### config.mk
export PLATFORM = sky130hd
export DESIGN_NAME = round_ctrl
export DESIGN_NICKNAME = d
export VERILOG_FILES = /design/src/rtl/round_pkg.sv /design/src/rtl/sec_tick.sv /design/src/rtl/round_ctrl.sv
export SDC_FILE = /design/constraint.sdc
export NUM_CORES = 1
export LEC_CHECK = 0
export CORE_AREA = 10 10 118 120
export DETAILED_ROUTE_END_ITERATION = 8
export DIE_AREA = 0 0 128 130
export GPL_ROUTABILITY_DRIVEN = 0
export PLACE_DENSITY = 0.47
export SYNTH_ARGS = -nofsm -noshare
export SYNTH_HDL_FRONTEND = slang
export SYNTH_SLANG_ARGS = --single-unit
### constraint.sdc
create_clock -name clk -period 7.7 [get_ports clk]
set_input_delay 1.155 -clock clk [delete_from_list [all_inputs] [get_ports clk]]
set_output_delay 1.155 -clock clk [all_outputs]
set_load 0.01 [all_outputs]
### src/rtl/round_pkg.sv
// Shared types and constants for the round controller: state encoding,
// field widths, HOLD length and the saturating score increment.
package round_pkg;

  localparam int SCORE_W  = 7;
  localparam int SEC_W    = 6;
  localparam int HOLD_SEC = 2;

  typedef enum logic [1:0] {
    ST_IDLE  = 2'd0,
    ST_COUNT = 2'd1,
    ST_GAME  = 2'd2,
    ST_HOLD  = 2'd3
  } round_state_e;

  function automatic logic [SCORE_W-1:0] sat_inc(input logic [SCORE_W-1:0] v,
                                                 input logic [SCORE_W-1:0] max_v);
    return (v >= max_v) ? max_v : v + SCORE_W'(1);
  endfunction

endpackage

### src/rtl/sec_tick.sv
// Game-second divider: tick is high for one cycle every TICK_DIV cycles,
// counted from the last rst/clr edge.
module sec_tick #(
  parameter int TICK_DIV = 100000000
) (
  input  logic clk,
  input  logic rst,
  input  logic clr,
  output logic tick
);

  localparam int CNT_W = (TICK_DIV > 1) ? $clog2(TICK_DIV) : 1;
  localparam logic [CNT_W-1:0] CNT_LAST = CNT_W'(TICK_DIV - 1);

  logic [CNT_W-1:0] cnt;

  // Not gated by clr: the FSM derives clr from tick, so gating would loop.
  assign tick = (cnt == CNT_LAST);

  always_ff @(posedge clk) begin
    if (rst || clr) begin
      cnt <= '0;
    end else if (tick) begin
      cnt <= '0;
    end else begin
      cnt <= cnt + CNT_W'(1);
    end
  end

endmodule

### src/rtl/round_ctrl.sv
// Round controller: IDLE -> COUNT -> GAME -> HOLD sequencing, per-player scores,
// frozen last-round scores. Define ROUND_CTRL_HISCORE_EN to track best_score.
module round_ctrl
  import round_pkg::*;
#(
  parameter int TICK_DIV      = 100000000,
  parameter int ROUND_SEC     = 30,
  parameter int COUNTDOWN_SEC = 3,
  parameter int NUM_PLAYERS   = 2,
  parameter int SCORE_MAX     = 99
) (
  input  logic                           clk,
  input  logic                           rst,
  input  logic                           start,
  input  logic                           abort,
  input  logic [NUM_PLAYERS-1:0]         hit,
  output logic [1:0]                     state,
  output logic [SEC_W-1:0]               sec_left,
  output logic [SCORE_W*NUM_PLAYERS-1:0] score,
  output logic [SCORE_W*NUM_PLAYERS-1:0] last_score,
  output logic                           jump_start,
  output logic                           round_done,
  output logic [SCORE_W-1:0]             best_score
);

  localparam logic [SEC_W-1:0]   ROUND_LD = SEC_W'(ROUND_SEC);
  localparam logic [SEC_W-1:0]   CD_LD    = SEC_W'(COUNTDOWN_SEC);
  localparam logic [SEC_W-1:0]   HOLD_LD  = SEC_W'(HOLD_SEC);
  localparam logic [SCORE_W-1:0] SMAX     = SCORE_W'(SCORE_MAX);

  round_state_e       state_q, state_d;
  logic [SEC_W-1:0]   sec_q, sec_d;
  logic               jump_q, jump_d;
  logic               done_q, done_d;
  logic               tick, clr_div, last_sec;
  logic [SCORE_W-1:0] score_q   [NUM_PLAYERS];
  logic [SCORE_W-1:0] score_inc [NUM_PLAYERS];
  logic [SCORE_W-1:0] last_q    [NUM_PLAYERS];

  // Restart the second count on every phase change so each phase gets whole seconds.
  assign clr_div  = (state_d != state_q);
  assign last_sec = (sec_q == SEC_W'(1));

  sec_tick #(.TICK_DIV(TICK_DIV)) u_sec_tick (
    .clk  (clk),
    .rst  (rst),
    .clr  (clr_div),
    .tick (tick)
  );

  always_ff @(posedge clk) begin
    if (rst) begin
      state_q <= ST_IDLE;
      sec_q   <= '0;
      jump_q  <= 1'b0;
      done_q  <= 1'b0;
    end else begin
      state_q <= state_d;
      sec_q   <= sec_d;
      jump_q  <= jump_d;
      done_q  <= done_d;
    end
  end

  always_comb begin
    state_d = state_q;
    sec_d   = sec_q;
    jump_d  = 1'b0;
    done_d  = 1'b0;
    case (state_q)
      ST_IDLE: begin
        // start wins over a coincident abort; with no countdown go straight to play
        if (start) begin
          if (COUNTDOWN_SEC == 0) begin
            state_d = ST_GAME;
            sec_d   = ROUND_LD;
            jump_d  = 1'b1;
          end else begin
            state_d = ST_COUNT;
            sec_d   = CD_LD;
          end
        end
      end
      ST_COUNT: begin
        if (abort) begin
          state_d = ST_IDLE;
          sec_d   = '0;
        end else if (tick) begin
          if (last_sec) begin
            state_d = ST_GAME;
            sec_d   = ROUND_LD;
            jump_d  = 1'b1;
          end else begin
            sec_d = sec_q - SEC_W'(1);
          end
        end
      end
      ST_GAME: begin
        if (abort || (tick && last_sec)) begin
          state_d = ST_HOLD;
          sec_d   = HOLD_LD;
          done_d  = 1'b1;
        end else if (tick) begin
          sec_d = sec_q - SEC_W'(1);
        end
      end
      ST_HOLD: begin
        if (tick) begin
          if (last_sec) begin
            state_d = ST_IDLE;
            sec_d   = '0;
          end else begin
            sec_d = sec_q - SEC_W'(1);
          end
        end
      end
      default: begin
        state_d = ST_IDLE;
        sec_d   = '0;
      end
    endcase
  end

  always_comb begin
    for (int i = 0; i < NUM_PLAYERS; i++) begin
      score_inc[i] = hit[i] ? sat_inc(score_q[i], SMAX) : score_q[i];
    end
  end

  // score_inc feeds last_score so a hit on the exit edge still counts.
  always_ff @(posedge clk) begin
    if (rst) begin
      for (int i = 0; i < NUM_PLAYERS; i++) begin
        score_q[i] <= '0;
        last_q[i]  <= '0;
      end
    end else begin
      for (int i = 0; i < NUM_PLAYERS; i++) begin
        if (jump_d) begin
          score_q[i] <= '0;
        end else if (state_q == ST_GAME) begin
          score_q[i] <= score_inc[i];
        end
        if (done_d) begin
          last_q[i] <= score_inc[i];
        end
      end
    end
  end

  for (genvar g = 0; g < NUM_PLAYERS; g++) begin : g_pack
    assign score[g*SCORE_W +: SCORE_W]      = score_q[g];
    assign last_score[g*SCORE_W +: SCORE_W] = last_q[g];
  end

`ifdef ROUND_CTRL_HISCORE_EN
  logic [SCORE_W-1:0] best_q, best_d;

  always_comb begin
    best_d = best_q;
    for (int i = 0; i < NUM_PLAYERS; i++) begin
      if (score_inc[i] > best_d) begin
        best_d = score_inc[i];
      end
    end
  end

  always_ff @(posedge clk) begin
    if (rst) begin
      best_q <= '0;
    end else if (done_d) begin
      best_q <= best_d;
    end
  end

  assign best_score = best_q;
`else
  assign best_score = '0;
`endif

  assign state      = state_q;
  assign sec_left   = sec_q;
  assign jump_start = jump_q;
  assign round_done = done_q;

endmodule

# ---- Word-level counts from Yosys, hierarchy flattened
# Memories as Yosys holds them, arrays and structs flattened.
# Cells that the tools add are included.
dict set report word_totals {
  output_inout_bits 45
  ramBits 28
  word_cells 80
  mem_count 2
  input_bits 6
  ff_bits 37
}
# name depth width rd rd_ports_with_merged_regs write_ports line_no
set mem_list {}
lappend mem_list {last_q 2 7 2 0 2 round_ctrl.sv:38} ;# logic [SCORE_W-1:0] last_q [NUM_PLAYERS];
lappend mem_list {score_q 2 7 2 0 2 round_ctrl.sv:36} ;# logic [SCORE_W-1:0] score_q [NUM_PLAYERS];
dict set report op_classes {
  n_reduce_logical 6
  n_eq_ne 10
  n_addsub 4
  bitwise_logic 6
  mux 45
  magnitude_cmp 2
}
# op n
set ops {}
lappend ops {{two-way mux 7 bit} 10}
lappend ops {{two-way mux 6 bit} 8}
lappend ops {{adder 27 x 1 -> 27 bit, second input constant} 1}
lappend ops {{== test 27 bit, second input constant} 1}
lappend ops {{one-hot mux 6 bit (4 select lines)} 1}
lappend ops {{two-way mux 1 bit} 18}
lappend ops {{adder 7 x 1 -> 7 bit, second input constant} 2}
lappend ops {{>= comparator 7 bit, second input constant} 2}
lappend ops {{two-way mux 2 bit} 7}
lappend ops {{one-hot mux 2 bit (4 select lines)} 1}
lappend ops {{== test 6 x 1 -> 1 bit, second input constant} 1}
lappend ops {{inequality test 3 bit, second input constant} 2}
lappend ops {{bitwise OR 1 bit} 6}
lappend ops {{subtractor 6 x 1 -> 6 bit, second input constant} 1}
lappend ops {{== test 2 bit, second input constant} 2}
lappend ops {{inequality test 2 bit, second input constant} 2}
lappend ops {{AND reduction 4 bit} 1}
lappend ops {{== test 2 x 1 -> 1 bit, second input constant} 1}
lappend ops {{logical NOT 2 bit} 1}
lappend ops {{logical OR 1 bit} 2}
lappend ops {{inequality test 2 bit} 1}
lappend ops {{OR reduction 2 bit} 1}
lappend ops {{logical AND 1 bit} 1}

# ---- Longest topological paths before layout
dict set report depth {
  word_depth 10
  depth_mapped 9
  ltp_nobuf 6
}

# ---- Cells and area by module
# A second synthesis with hierarchy kept.
dict set report hier_totals {
  hier_cells 358
  hier_area_um2 3470.8
}
# mod cells_each seq_area_each_um2 area_each_um2 n_inst
set modules_own_cells {}
lappend modules_own_cells {round_ctrl 201 1041.0 2060.7 1}
lappend modules_own_cells {sec_tick 157 540.5 1410.1 1}

# ---- Worst setup path before layout
# OpenSTA, ideal clock, no wires.
dict set report synth_timing {
  path_kind {input to register}
  from {input abort}
  to {memory score_q[0][0], enable pin}
  n_path_buf 0
  arrival_ps 2108
  required_time_ps 7319
  path_slack_ps 5211
  cell_stages 3
  path_cell_list {nor3_1 inv_1 o21ai_0}
}
# item line_no
set synth_rtl {}
lappend synth_rtl {{start, declared} round_ctrl.sv:15} ;# input logic abort,
lappend synth_rtl {{end, declared} round_ctrl.sv:36}

==> metrics <==
initial antenna violation count 0; Required @ worst endpoint 7640 ps; Layout area overhead 22.35%; via-per-instance ratio 4.904; crit-path cells clkdlybuf4s50_1, nor3_1, inv_1, o21ai_0; post-synthesis sequential area ratio 0.4685; multi-input logic area 0.001620 mm²; placement row count 40; Clk pin slew, worst setup/hold paths 50 ps; most numerous cell in the Yosys netlist nor2_1; max_cap viols 0; P_leak 1.397 nW; Routed Antenna Nets 0; post-cts sizing count 0; Synth Instances 351; TritonCTS clock tree built; worst setup margin approximately 4600 ps; Yosys reg bits 65; clk sinks 65; Avg WL per Cell approximately 14 µm; crit-path max FO 7; unique cell type count in the Yosys netlist 52; core area 0.01171 mm²; CP Capture Type register; vias in the first global route 2612; Achievable Freq around 320 MHz; sequential cell area 0.001582 mm²; # DRC 0; Final Max Slew Viols 0; Vias 2653; cell area after synthesis 0.003376 mm²; Power Dens Cells 199.4 mW/mm²; pre-CTS WS 4192 ps; TritonCTS Buffers 9; hold buffer count at CTS 0; Final min period between 3000 and 4000 ps; first-pass GRT wire length 12.92 mm; CP Class input pin to register; fraction of registers with async set/reset 0; number of fill cells approximately 1200; VDD IR max around 0.12 mV; Congestion Overflow GR 0; die area 0.01664 mm²; CP delay by family, top compound AO/OA/AOI/OAI gates; layout net count 400; Port Buffers 43; Simple-Gate Fraction of Synth Area 0.2776; Most used DFF post-synth dfxtp_1; max_slew headroom 0.3508; wirelength, routed 7.744 mm; xor and xnor fraction of the mapped netlist area 0.08302; EDFF count, synth 28; dpl hpwl 5.872 mm; root buffer cell clkbuf_16; Clk Latency, worst-skew pair approximately 320 ps; share of the synthesized area in the top cell type 0.2491; CP startpoint kind input pin; Synth Area in Adders 0.01853; GRT Resource Usage Total 0.09474; Final Hold Vio Count 0; status complete, no violations; Worst-Margin Slew 963.7 ps; DR pass1 iterations 4; Hold Path Class register to register; share of layout cells above drive strength 1 0.1041; Initial Utilization 0.2882; First DRT Iteration DRCs around 190; post-synth top area cell edfxtp_1; syn_area_per_cell between 9 and 10 µm²; # setup viols final 0; multiplexer share of the synthesized area 0.002965; I/O pins 51; H-tree depth 3; combinational family with the most area after synthesis simple AND/OR/NAND/NOR gates; Yosys warnings 0; post-synthesis compound-gate area fraction 0.09007; Ant. Diodes 0; crit share post-route 0.4080; setup bufs post-CTS 0; CP arrival 3080 ps; largest net degree at the start of global routing 27; synth cell count leaders 41 x nor2_1, 37 x dfxtp_1, 28 x edfxtp_1; slowest CP cell o21ai_0; Die H 130 µm; Max stage delay on crit path ~790 ps; Die X 128 µm; CP bufs+invs 2; Fin Setup TNS 0 ps; clk_skew between 7 and 8 ps; maximum root-to-sink buffer count 2; RSZ-0062 raised after global routing no; synth top area cells edfxtp_1 25%, dfxtp_1 22%, xor2_1 5.2%, nor2_1 4.6%, nor2_2 3.7%
==> routing by layer <==
| layer | track usage | part of all wire | vias up |
|---|---|---|---|
| met5 | 0 | 0 | - |
| met1 | 0.1136 | 0.46 | 1269 |
| met2 | 0.1539 | 0.47 | 59 |
| met3 | 0.03124 | 0.056 | 10 |
| li1 | - | - | 1315 |
| met4 | 0.03709 | 0.012 | 0 |
==> cell type report <==
type                    instances  area share
multi-input cells             262      0.3923
flip-flops and latches         65      0.3829
repair buffers                 44      0.1060
clock buffers                  11     0.05635
well taps                     147     0.04453
clock inverters                 5     0.01151
inverters                       7    0.006362
==> logic make-up (layout without fill, tap and decap cells) <==
| family | count (synthesis) | after routing |
|---|---|---|
| AND/OR/NAND/NOR | 171 | 171 |
| flip-flops | 65 | 65 |
| adder cells (fa/ha/maj) | 5 | 5 |
| other | 1 | 7 |
| AO/OA/AOI/OAI | 46 | 46 |
| multiplexers | 1 | 1 |
| buffers and inverters | 30 | 67 |
| XOR/XNOR | 32 | 32 |
==> registers in the layout, indices dropped and copies added, names as in the netlist <==
signal / flops
last_q: 14
round_done: 1
sec_left: 6
u_sec_tick.cnt: 27
score_q: 14
jump_start: 1
state: 2
==> power by group <==
group          internal [mW]  switching [mW]
Sequential             0.367         0.00856
Clock                  0.247           0.140
Combinational         0.0262          0.0346
Total                  0.640           0.183
==> final timing paths <==
path / startpoint / end / slack (ps) / cells past startpoint
max: abort / score_q[1][0] / 4560 / 4
min: u_sec_tick.cnt[0] / u_sec_tick.cnt[0] / 460 / 1
max reg2reg: u_sec_tick.cnt[0] / score_q[1][0] / 5030 / 5
min reg2reg: u_sec_tick.cnt[0] / u_sec_tick.cnt[0] / 460 / 1
==> layout by cell type (no fill, tap or decap), types with 10 or more instances in the layout <==
master           instances
o21ai_0                 12
nor2_2                  20
nand2_1                 21
nor3_1                  14
and3_1                  10
xnor2_1                 12
clkdlybuf4s50_1         43
nor2_1                  41
a21oi_1                 11
nand3_1                 13
edfxtp_1                28
dfxtp_1                 37
nand4_1                 13
xor2_1                  20
==> metrics by stage <==
step / util / power, mW / hold slack, ps / instances / area [µm²]
after global routing: 0.3527 / 0.8590 / 486.6 / 541 / 4130
after detailed placement: 0.3287 / 0.4441 / 458.8 / 525 / 3850
after global placement: 0.3287 / 0.4439 / 449.7 / 525 / 3850
after floorplan: - / 0.4226 / 435.1 / 357 / 3398
final: 0.3527 / 0.8237 / 464.5 / 541 / 4130
after CTS: 0.3527 / 0.8374 / 468.8 / 541 / 4130
Power figures use the tool's default switching activity.
